<file path="src/rtl/uart_pkg.sv">
// Shared types and helpers for the UART receive framer.
package uart_pkg;

    typedef enum logic [2:0] {
        ST_IDLE   = 3'd0,
        ST_START  = 3'd1,
        ST_DATA   = 3'd2,
        ST_PARITY = 3'd3,
        ST_STOP   = 3'd4,
        ST_BREAK  = 3'd5
    } state_t;

    localparam int PAR_NONE = 0;
    localparam int PAR_EVEN = 1;
    localparam int PAR_ODD  = 2;

    // Clocks per serial bit, truncated.
    function automatic int calc_cpb(input int clk_freq, input int baud_rate);
        return clk_freq / baud_rate;
    endfunction

endpackage

</file>
<file path="src/rtl/uart_rx_sync.sv">
// Two-flop synchronizer for the serial line plus falling-edge detect on the
// synchronized value. All flops reset to 1 so an idle line never looks like
// a start bit right after reset.
module uart_rx_sync
    import uart_pkg::*;
(
    input  logic clk,
    input  logic rst,
    input  logic rx,
    output logic rxs,
    output logic fall
);

    logic s1_q, s1_d;
    logic s2_q, s2_d;
    logic prev_q, prev_d;

    // Next values: plain shift of the line through the three stages.
    always_comb begin
        s1_d   = rx;
        s2_d   = s1_q;
        prev_d = s2_q;
    end

    // Synchronizer and edge-history registers.
    always_ff @(posedge clk or negedge rst) begin
        if (!rst) begin
            s1_q   <= 1'b1;
            s2_q   <= 1'b1;
            prev_q <= 1'b1;
        end else begin
            s1_q   <= s1_d;
            s2_q   <= s2_d;
            prev_q <= prev_d;
        end
    end

    assign rxs  = s2_q;
    assign fall = prev_q & ~s2_q;

endmodule

</file>
<file path="src/rtl/uart_rx_framer.sv">
// UART receive framer: 8 data bits LSB first, optional parity, one stop bit.
// Bits are decided by majority of three samples around the bit centre.
//
//   state  | meaning
//   IDLE   | line idle, waiting for falling edge
//   START  | timing start bit, rejects glitches
//   DATA   | shifting in 8 data bits
//   PARITY | checking parity bit
//   STOP   | checking stop bit, queues result pulse
//   BREAK  | stop bit was low, wait for line high
module uart_rx_framer
    import uart_pkg::*;
#(
    parameter int clk_freq    = 1000000,
    parameter int baud_rate   = 9600,
    parameter int parity_mode = 0
) (
    input  logic       clk,
    input  logic       rst,
    input  logic       rx,
    output logic [7:0] doutrx,
    output logic       donerx,
    output logic       ferr,
    output logic       perr,
    output logic       busy
);

    localparam int CPB  = calc_cpb(clk_freq, baud_rate);
    localparam int HALF = CPB / 2;
    localparam int CW   = $clog2(CPB + 1);
    localparam logic [CW-1:0] C_S0   = CW'(HALF - 1);
    localparam logic [CW-1:0] C_S1   = CW'(HALF);
    localparam logic [CW-1:0] C_DEC  = CW'(HALF + 1);
    localparam logic [CW-1:0] C_LAST = CW'(CPB - 1);
    localparam logic [CW-1:0] C_ONE  = CW'(1);
    localparam logic          ODD_L  = (parity_mode == PAR_ODD);
    localparam logic          PAR_EN = (parity_mode != PAR_NONE);

    logic rxs, fall;
    state_t state_q, state_d;
    logic [CW-1:0] cnt_q, cnt_d;
    logic [2:0] bitn_q, bitn_d;
    logic [1:0] samp_q, samp_d;
    logic [7:0] sh_q, sh_d;
    logic [7:0] dout_q, dout_d;
    logic par_bad_q, par_bad_d;
    logic done_pend_q, done_pend_d;
    logic ferr_pend_q, ferr_pend_d;
    logic perr_pend_q, perr_pend_d;
    logic donerx_q, donerx_d;
    logic ferr_q, ferr_d;
    logic perr_q, perr_d;
    logic dec, bit_val;

    uart_rx_sync u_sync (
        .clk  (clk),
        .rst  (rst),
        .rx   (rx),
        .rxs  (rxs),
        .fall (fall)
    );

    // Bit decision strobe and majority vote over the three centre samples.
    always_comb begin
        dec = (cnt_q == C_DEC) &&
              (state_q inside {ST_START, ST_DATA, ST_PARITY, ST_STOP});
        bit_val = (samp_q[1] & samp_q[0]) | (samp_q[1] & rxs) | (samp_q[0] & rxs);
    end

    // Next-state logic; any return to IDLE that coincides with a falling
    // edge goes straight to START so back-to-back frames are not missed.
    always_comb begin
        state_d = state_q;
        case (state_q)
            ST_IDLE:   if (fall) state_d = ST_START;
            ST_START:  if (dec) state_d = bit_val ? ST_IDLE : ST_DATA;
            ST_DATA:   if (dec && bitn_q == 3'd7) state_d = PAR_EN ? ST_PARITY : ST_STOP;
            ST_PARITY: if (dec) state_d = ST_STOP;
            ST_STOP:   if (dec) state_d = bit_val ? ST_IDLE : ST_BREAK;
            ST_BREAK:  if (rxs) state_d = ST_IDLE;
            default:   state_d = ST_IDLE;
        endcase
        if (state_d == ST_IDLE && fall) state_d = ST_START;
    end

    // Datapath: free-running bit timer while framing, sampling, shifting,
    // parity latch and a one-cycle pending stage ahead of the output pulses.
    always_comb begin
        cnt_d       = '0;
        samp_d      = samp_q;
        bitn_d      = bitn_q;
        sh_d        = sh_q;
        par_bad_d   = par_bad_q;
        done_pend_d = 1'b0;
        ferr_pend_d = 1'b0;
        perr_pend_d = 1'b0;
        donerx_d    = done_pend_q;
        ferr_d      = ferr_pend_q;
        perr_d      = perr_pend_q;
        dout_d      = done_pend_q ? sh_q : dout_q;

        if (state_q inside {ST_START, ST_DATA, ST_PARITY, ST_STOP})
            cnt_d = (cnt_q == C_LAST) ? '0 : cnt_q + C_ONE;
        if (cnt_q == C_S0) samp_d[1] = rxs;
        if (cnt_q == C_S1) samp_d[0] = rxs;

        if (dec) begin
            case (state_q)
                ST_DATA: begin
                    sh_d   = {bit_val, sh_q[7:1]};
                    bitn_d = bitn_q + 3'd1;
                end
                ST_PARITY: par_bad_d = (^sh_q) ^ bit_val ^ ODD_L;
                ST_STOP: begin
                    if (!bit_val)       ferr_pend_d = 1'b1;
                    else if (par_bad_q) perr_pend_d = 1'b1;
                    else                done_pend_d = 1'b1;
                end
                default: ;
            endcase
        end

        if (state_d == ST_START && state_q != ST_START) begin
            cnt_d     = '0;
            bitn_d    = '0;
            par_bad_d = 1'b0;
        end
    end

    // State register.
    always_ff @(posedge clk or negedge rst) begin
        if (!rst) state_q <= ST_IDLE;
        else      state_q <= state_d;
    end

    // Datapath and output registers.
    always_ff @(posedge clk or negedge rst) begin
        if (!rst) begin
            cnt_q       <= '0;
            samp_q      <= '0;
            bitn_q      <= '0;
            sh_q        <= '0;
            dout_q      <= '0;
            par_bad_q   <= 1'b0;
            done_pend_q <= 1'b0;
            ferr_pend_q <= 1'b0;
            perr_pend_q <= 1'b0;
            donerx_q    <= 1'b0;
            ferr_q      <= 1'b0;
            perr_q      <= 1'b0;
        end else begin
            cnt_q       <= cnt_d;
            samp_q      <= samp_d;
            bitn_q      <= bitn_d;
            sh_q        <= sh_d;
            dout_q      <= dout_d;
            par_bad_q   <= par_bad_d;
            done_pend_q <= done_pend_d;
            ferr_pend_q <= ferr_pend_d;
            perr_pend_q <= perr_pend_d;
            donerx_q    <= donerx_d;
            ferr_q      <= ferr_d;
            perr_q      <= perr_d;
        end
    end

    // Outputs.
    always_comb begin
        busy   = (state_q != ST_IDLE);
        doutrx = dout_q;
        donerx = donerx_q;
        ferr   = ferr_q;
        perr   = perr_q;
    end

endmodule

</file>
<file path="config.mk">
export PLATFORM = sky130hd
export DESIGN_NAME = uart_rx_framer
export DESIGN_NICKNAME = d
export VERILOG_FILES = /design/src/rtl/uart_pkg.sv /design/src/rtl/uart_rx_sync.sv /design/src/rtl/uart_rx_framer.sv
export SDC_FILE = /design/constraint.sdc
export NUM_CORES = 1
export LEC_CHECK = 0
export ABC_CLOCK_PERIOD_IN_PS = 1800
export CAP_MARGIN = 10
export CELL_PAD_IN_SITES_DETAIL_PLACEMENT = 1
export CELL_PAD_IN_SITES_GLOBAL_PLACEMENT = 1
export CORE_AREA = 5 5 74 76
export DETAILED_ROUTE_END_ITERATION = 7
export DIE_AREA = 0 0 79 81
export GPL_ROUTABILITY_DRIVEN = 1
export PLACE_DENSITY = 0.75
export SLEW_MARGIN = 20
export SYNTH_ARGS = -nofsm -noshare
export SYNTH_HDL_FRONTEND = slang
export SYNTH_SLANG_ARGS = --single-unit
</file>
<file path="constraint.sdc">
create_clock -name clk -period 1.8 [get_ports clk]
set_input_delay 0.36 -clock clk [delete_from_list [all_inputs] [get_ports clk]]
set_output_delay 0.36 -clock clk [all_outputs]
set_load 0.02 [all_outputs]
</file>
## Word-level counts from Yosys, hierarchy flattened

Index checks and enable logic that the tools add are counted.

| storage, ports and cells | value |
|---|---|
| register bits | 41 |
| input bits | 3 |
| output and inout bits | 12 |
| logic and storage cells | 84 |

| operators by class | value |
|---|---|
| add/sub/neg operators | 2 |
| eq/ne operators | 12 |
| muxes and demuxes | 30 |
| bitwise operators | 8 |
| reduce and logical (&&, ||, !) cells | 15 |

Operator list:

| cell | number |
|---|---|
| $mux W3 | 11 |
| $eq A7 B6 Y1 const B | 3 |
| $mux W7 | 3 |
| $pmux W3 S6 | 1 |
| $mux W1 | 14 |
| $eq A3 B3 Y1 const B | 3 |
| $reduce_xor A8 Y1 | 1 |
| $add A7 B1 Y7 const B | 1 |
| $eq A7 B7 Y1 const B | 1 |
| $eq A3 B1 Y1 const B | 2 |
| $eq A3 B2 Y1 const B | 2 |
| $logic_not A3 Y1 | 2 |
| $reduce_and A2 Y1 | 3 |
| $reduce_bool A2 Y1 | 3 |
| $and A1 B1 Y1 | 4 |
| $logic_and A1 B1 Y1 | 4 |
| $reduce_bool A4 Y1 | 1 |
| $add A3 B1 Y3 const B | 1 |
| $ne A3 B1 Y1 const B | 1 |
| $reduce_bool A3 Y1 | 1 |
| $mux W2 | 1 |
| $or A1 B1 Y1 | 2 |
| $not A1 Y1 | 1 |
| $xor A1 B1 Y1 | 1 |

## Logic depth before layout (Yosys ltp)

| logic depth | value |
|---|---|
| depth after elaboration | 13 |
| gate-level depth with buffers | 7 |
| gate-level depth less buffers | 7 |

## By module

From an unflattened synthesis, not the netlist that was laid out.

| second synthesis, totals | value |
|---|---|
| cell total of the unflattened synthesis | 153 |
| area total of the unflattened synthesis | 1,908.1 µm² |

By module, submodules not included:

| module | times used | cells each | area each (µm²) | seq. area each (µm²) |
|---|---|---|---|---|
| uart_rx_framer | 1 | 149 | 1,815.5 | 950.9 |
| uart_rx_sync | 1 | 4 | 92.6 | 78.8 |

## Worst setup path after synthesis

Ideal clock, no wire load.

| path | value |
|---|---|
| kind | reg2reg |
| from | register cnt_q[3] |
| to | register cnt_q[3] |
| setup time | 0.144 ns |
| arrival | 1.775 ns |
| required time | 1.656 ns |
| setup slack | -0.119 ns |
| cell stages (with the launch flop) | 7 |
| path buffers | 1 |
| period minus slack after synthesis | 1.919 ns |
| cells stage by stage | dfrtp_1 > buf_6 > and4bb_4 > nand3_4 > or3_4 > a311oi_4 > nor4_1 |

| on the way | value |
|---|---|
| word-level cells in the longest chain between the ends | 11 |
| elaborated cells on any way between the ends | 18 |
| classes of those cells | add/sub: 1; eq/ne: 3; mux: 9; reduce/logical: 5 |

RTL lines:

| item | RTL line | text |
|---|---|---|
| start, declared | uart_rx_framer.sv:41 | `logic [CW-1:0] cnt_q, cnt_d;` |
| start signal, assigned | uart_rx_framer.sv:152 | `cnt_q <= cnt_d;` |
| $eq A7 B6 Y1 | uart_rx_framer.sv:65 | `dec = (cnt_q == C_DEC) &&` |
| $logic_and A1 B1 Y1 | uart_rx_framer.sv:65 |  |
| $logic_and A1 B1 Y1 | uart_rx_framer.sv:77 | `ST_DATA: if (dec && bitn_q == 3'd7) state_d = PAR_EN ? ST_PARITY : ST_STOP;` |
| $mux W3 | uart_rx_framer.sv:77 |  |
| $pmux W3 S6 | uart_rx_framer.sv:74 | `case (state_q)` |
| $logic_not A3 Y1 | uart_rx_framer.sv:83 | `if (state_d == ST_IDLE && fall) state_d = ST_START;` |
| $logic_and A1 B1 Y1 | uart_rx_framer.sv:83 |  |
| $mux W3 | uart_rx_framer.sv:83 |  |
| $eq A3 B1 Y1 | uart_rx_framer.sv:123 | `if (state_d == ST_START && state_q != ST_START) begin` |
| $logic_and A1 B1 Y1 | uart_rx_framer.sv:123 |  |
| $mux W7 (*) | uart_rx_framer.sv:123 |  |
| named net cnt_d[3] | uart_rx_framer.sv:41 |  |

Mark *: on every way through the listed nets, which the timed path passes. The rest lies on a longest branch.
A chain may end at the register's enable or synchronous reset.

## Worst setup path after layout

| path | value |
|---|---|
| from | register u_sync.s2_q (netlist: u_sync.rxs) |
| to | register cnt_q[4] |

| on the way | value |
|---|---|
| word-level cells in the longest chain between the ends | 12 |
| elaborated cells on any way between the ends | 19 |
| classes of those cells | eq/ne: 1; mux: 9; bitwise: 6; reduce/logical: 3 |

RTL lines:

| item | RTL line | text |
|---|---|---|
| start, declared | uart_rx_sync.sv:15 | `logic s2_q, s2_d;` |
| start signal, assigned | uart_rx_sync.sv:29 | `s2_q <= 1'b1;` |
| start signal, assigned | uart_rx_sync.sv:33 | `s2_q <= s2_d;` |
| $and A1 B1 Y1 | uart_rx_framer.sv:67 | `bit_val = (samp_q[1] & samp_q[0]) \| (samp_q[1] & rxs) \| (samp_q[0] & rxs);` |
| $or A1 B1 Y1 (2 in series) | uart_rx_framer.sv:67 |  |
| $mux W3 or $mux W2 (tied branches) | uart_rx_framer.sv:79, uart_rx_framer.sv:76 |  |
| $mux W3 (on tied branches) | uart_rx_framer.sv:79, uart_rx_framer.sv:76 |  |
| $pmux W3 S6 | uart_rx_framer.sv:74 |  |
| $logic_not A3 Y1 | uart_rx_framer.sv:83 |  |
| $logic_and A1 B1 Y1 | uart_rx_framer.sv:83 |  |
| $mux W3 (*) | uart_rx_framer.sv:83 |  |
| named net state_d[2] | uart_rx_framer.sv:40 | `state_t state_q, state_d;` |
| $eq A3 B1 Y1 (*) | uart_rx_framer.sv:123 |  |
| $logic_and A1 B1 Y1 (*) | uart_rx_framer.sv:123 |  |
| $mux W7 (*) | uart_rx_framer.sv:123 |  |
| named net cnt_d[4] | uart_rx_framer.sv:41 |  |

Marks and branches as above.

==> impl_metrics.env <==
export IMPL_fp_dieH_um=81
export IMPL_root_buffer="clkbuf_8"
export IMPL_htreeDepth=2
export IMPL_ys_seq_area_share_pct=53.7
export IMPL_worstPathArrival_ns=2.06
export IMPL_syn_instance_count=155
export IMPL_n_antenna_cell=0
export IMPL_track_usage_pct=15.5
export IMPL_clk_pin_slew_ns=0.08
export IMPL_cap_violations=0
export IMPL_syn_area_mm2=0.00192
export IMPL_hold_violations=0
export IMPL_failed_checks="setup timing"
export IMPL_drt_iter0_drc=56
export IMPL_min_path_type="input pin to asynchronous set/reset pin"
export IMPL_synthFlopType="dfrtp_1"
export IMPL_grt_max_degree=22
export IMPL_dp_slack_ns=-0.0935
export IMPL_final_common_cell="dfrtp_1"
export IMPL_vias_per_cell=5.27
export IMPL_overflow=0
export IMPL_vias=1343
export IMPL_final_period_utilization_pct=105
export IMPL_power_density_mw_per_mm2=1030
export IMPL_ys_types=40
export IMPL_fin_skew_ns=0.00126
export IMPL_tns_ns=-0.885
export IMPL_cts_made_buffers=5
export IMPL_status="finished, violations left"
export IMPL_setup_viol=11
export IMPL_crit_type="flop to flop"
export IMPL_cts_buffer_depth=2
export IMPL_min_period_ns=1.90
export IMPL_start_kind="flop"
export IMPL_ant_nets=0
export IMPL_rsz0062_at_grt="true"
export IMPL_cts_hold_buffers=0
export IMPL_drc=0
export IMPL_final_cell_mix="37 x dfrtp_1, 29 x buf_4, 14 x mux2_2"
export IMPL_num_io_pins=15
export IMPL_dr_pass1_iters=4
export IMPL_synth_seq_cells=41
export IMPL_avgSynthCellArea_um2=12.4
export IMPL_layout_drive_gt1_share_pct=34.3
export IMPL_place_gp_congestion=0.806
export IMPL_async_flop_share_pct=100
export IMPL_finish_utilization_pct=52.6
export IMPL_yosysWarnings=0
export IMPL_core_area_mm2=0.00466
export IMPL_grt_pass1_wl_um=7810
export IMPL_fin_nets=208
export IMPL_antenna_found_initial=0
export IMPL_slew_viol_final=0
export IMPL_port_buffers=14
export IMPL_fin_ws_ns=-0.0962
export IMPL_end_kind="flop"
export IMPL_wire_per_inst_um=17.8
export IMPL_relSlewSlack_pct=67.8
export IMPL_syn_num_nets=163
export IMPL_tightest_slew_ns=0.483
export IMPL_grt_pass1_vias=1592
export IMPL_wl_um=4540
export IMPL_syn_to_final_growth_pct=27.9
export IMPL_cts_tree="yes"
export IMPL_dp_hpwl_um=3100
export IMPL_timing_fmax_mhz=527
export IMPL_ir_worst_vdd_mv=0.550
export IMPL_p_leak_uw=0.00115
export IMPL_critPathMaxFanout=10
export IMPL_die_w_um=79
export IMPL_clkLatencyLatePin_ns=0.29
export IMPL_dieArea_mm2=0.00640
export IMPL_cp_required_ns=1.97
export IMPL_synth_edf_count=0
export IMPL_cts_sinks=41
export IMPL_initial_core_util_pct=41.1
export IMPL_row_count=25
-- registers in the layout, summed over array words and instances (netlist names) --
register,count
donerx,1
perr,1
samp_q,2
perr_d,1
state_q,3
done_pend_q,1
u_sync.s1_q,1
ferr,1
par_bad_q,1
doutrx,8
bitn_q,3
cnt_q,7
ferr_d,1
sh_q,8
u_sync.rxs,1
u_sync.prev_q,1
-- final cells by class --
type,instances,area (um^2)
tap,54,67.6
clock buffer,7,96.3
multi-input combinational,103,871
inverter,5,18.8
sequential,41,1030
timing repair buffer,44,359
clock inverter,1,8.76
fill,495,2210
-- path summary, 6_finish.rpt --
| kind | to | from | depth (start not counted) | slack (ns) |
|---|---|---|---|---|
| max | cnt_q[4] | u_sync.rxs | 6 | -0.1 |
| max in group asynchronous | par_bad_q | rst | 2 | 1.12 |
| max reg2reg | cnt_q[4] | u_sync.rxs | 6 | -0.1 |
| min in group clk | u_sync.rxs | u_sync.s1_q | 0 | 0.36 |
| min reg2reg | u_sync.rxs | u_sync.s1_q | 0 | 0.36 |
| min | state_q[2] | rst | 1 | 0.02 |
-- power by group --
| part | leakage (uW) | internal, uW | total, uW | switching [uW] |
|---|---|---|---|---|
| Combinational | 0.000555 | 376 | 738 | 362 |
| Sequential | 0.000542 | 1030 | 1110 | 84.4 |
| Clock | 0.0000549 | 354 | 682 | 328 |
-- timing repair --
| action | CTS | global route |
|---|---|---|
| gates resized for setup | 9 | 8 |
| buffers inserted | 1 | 1 |
| pin swaps | 2 | 0 |
| setup endpoints to repair | 12 | 20 |
| gates cloned | 0 | 1 |
-- Yosys cell counts (all sizes together), types with 4 or more instances --
library cell   n  area [um^2]
mux2          17          191
nor2           8         30.0
ha             5         62.6
nor3           4         20.0
nand3          5         37.5
inv            5         18.8
nor4           8         50.1
xnor2          9         78.8
nand2          6         22.5
o21ai          5         25.0
nand3b         4         30.0
dfrtp         38          951
-- per-stage QoR --
stage               instance area, um^2  instances  total power (uW)  hold slack (ns)
floorplan                          1920        155              1530           0.0644
global placement                   2290        244              1780            0.331
detailed placement                 2290        244              1830            0.347
CTS                                2430        253              2550           0.0302
global route                       2450        255              2670           0.0451
finish                             2450        255              2530           0.0228
-- kinds of logic after synthesis --
kind of cell / Yosys count / synth area share (%)
AOI/OAI and AO/OA: 14 / 5.61
xor gates and xnor gates: 12 / 6.20
adders and majority gates: 6 / 3.79
buffers and inverters: 11 / 2.68
DFF: 41 / 53.7
and+or+nand+nor: 51 / 16.4
muxes: 20 / 11.6
-- routing by layer --
metal | vias to the layer above | global-route usage [%] | share of wire, %
met2 | 24 | 28.9 | 54
met4 | 0 | 3.95 | 1.3
met3 | 4 | 3.33 | 2.0
met1 | 679 | 18.0 | 42
met5 | - | 0 | 0
li1 | 636 | - | -
-- worst max-delay path, cell delays in order (launching register included) --
cell and delay [ns]:
dfstp_2 0.55, maj3_1 0.23, nand4_1 0.14, a211o_1 0.37
a311oi_4 0.23, buf_6 0.18, nor4_1 0.06
No activity file was read; power rests on OpenSTA's default activity.
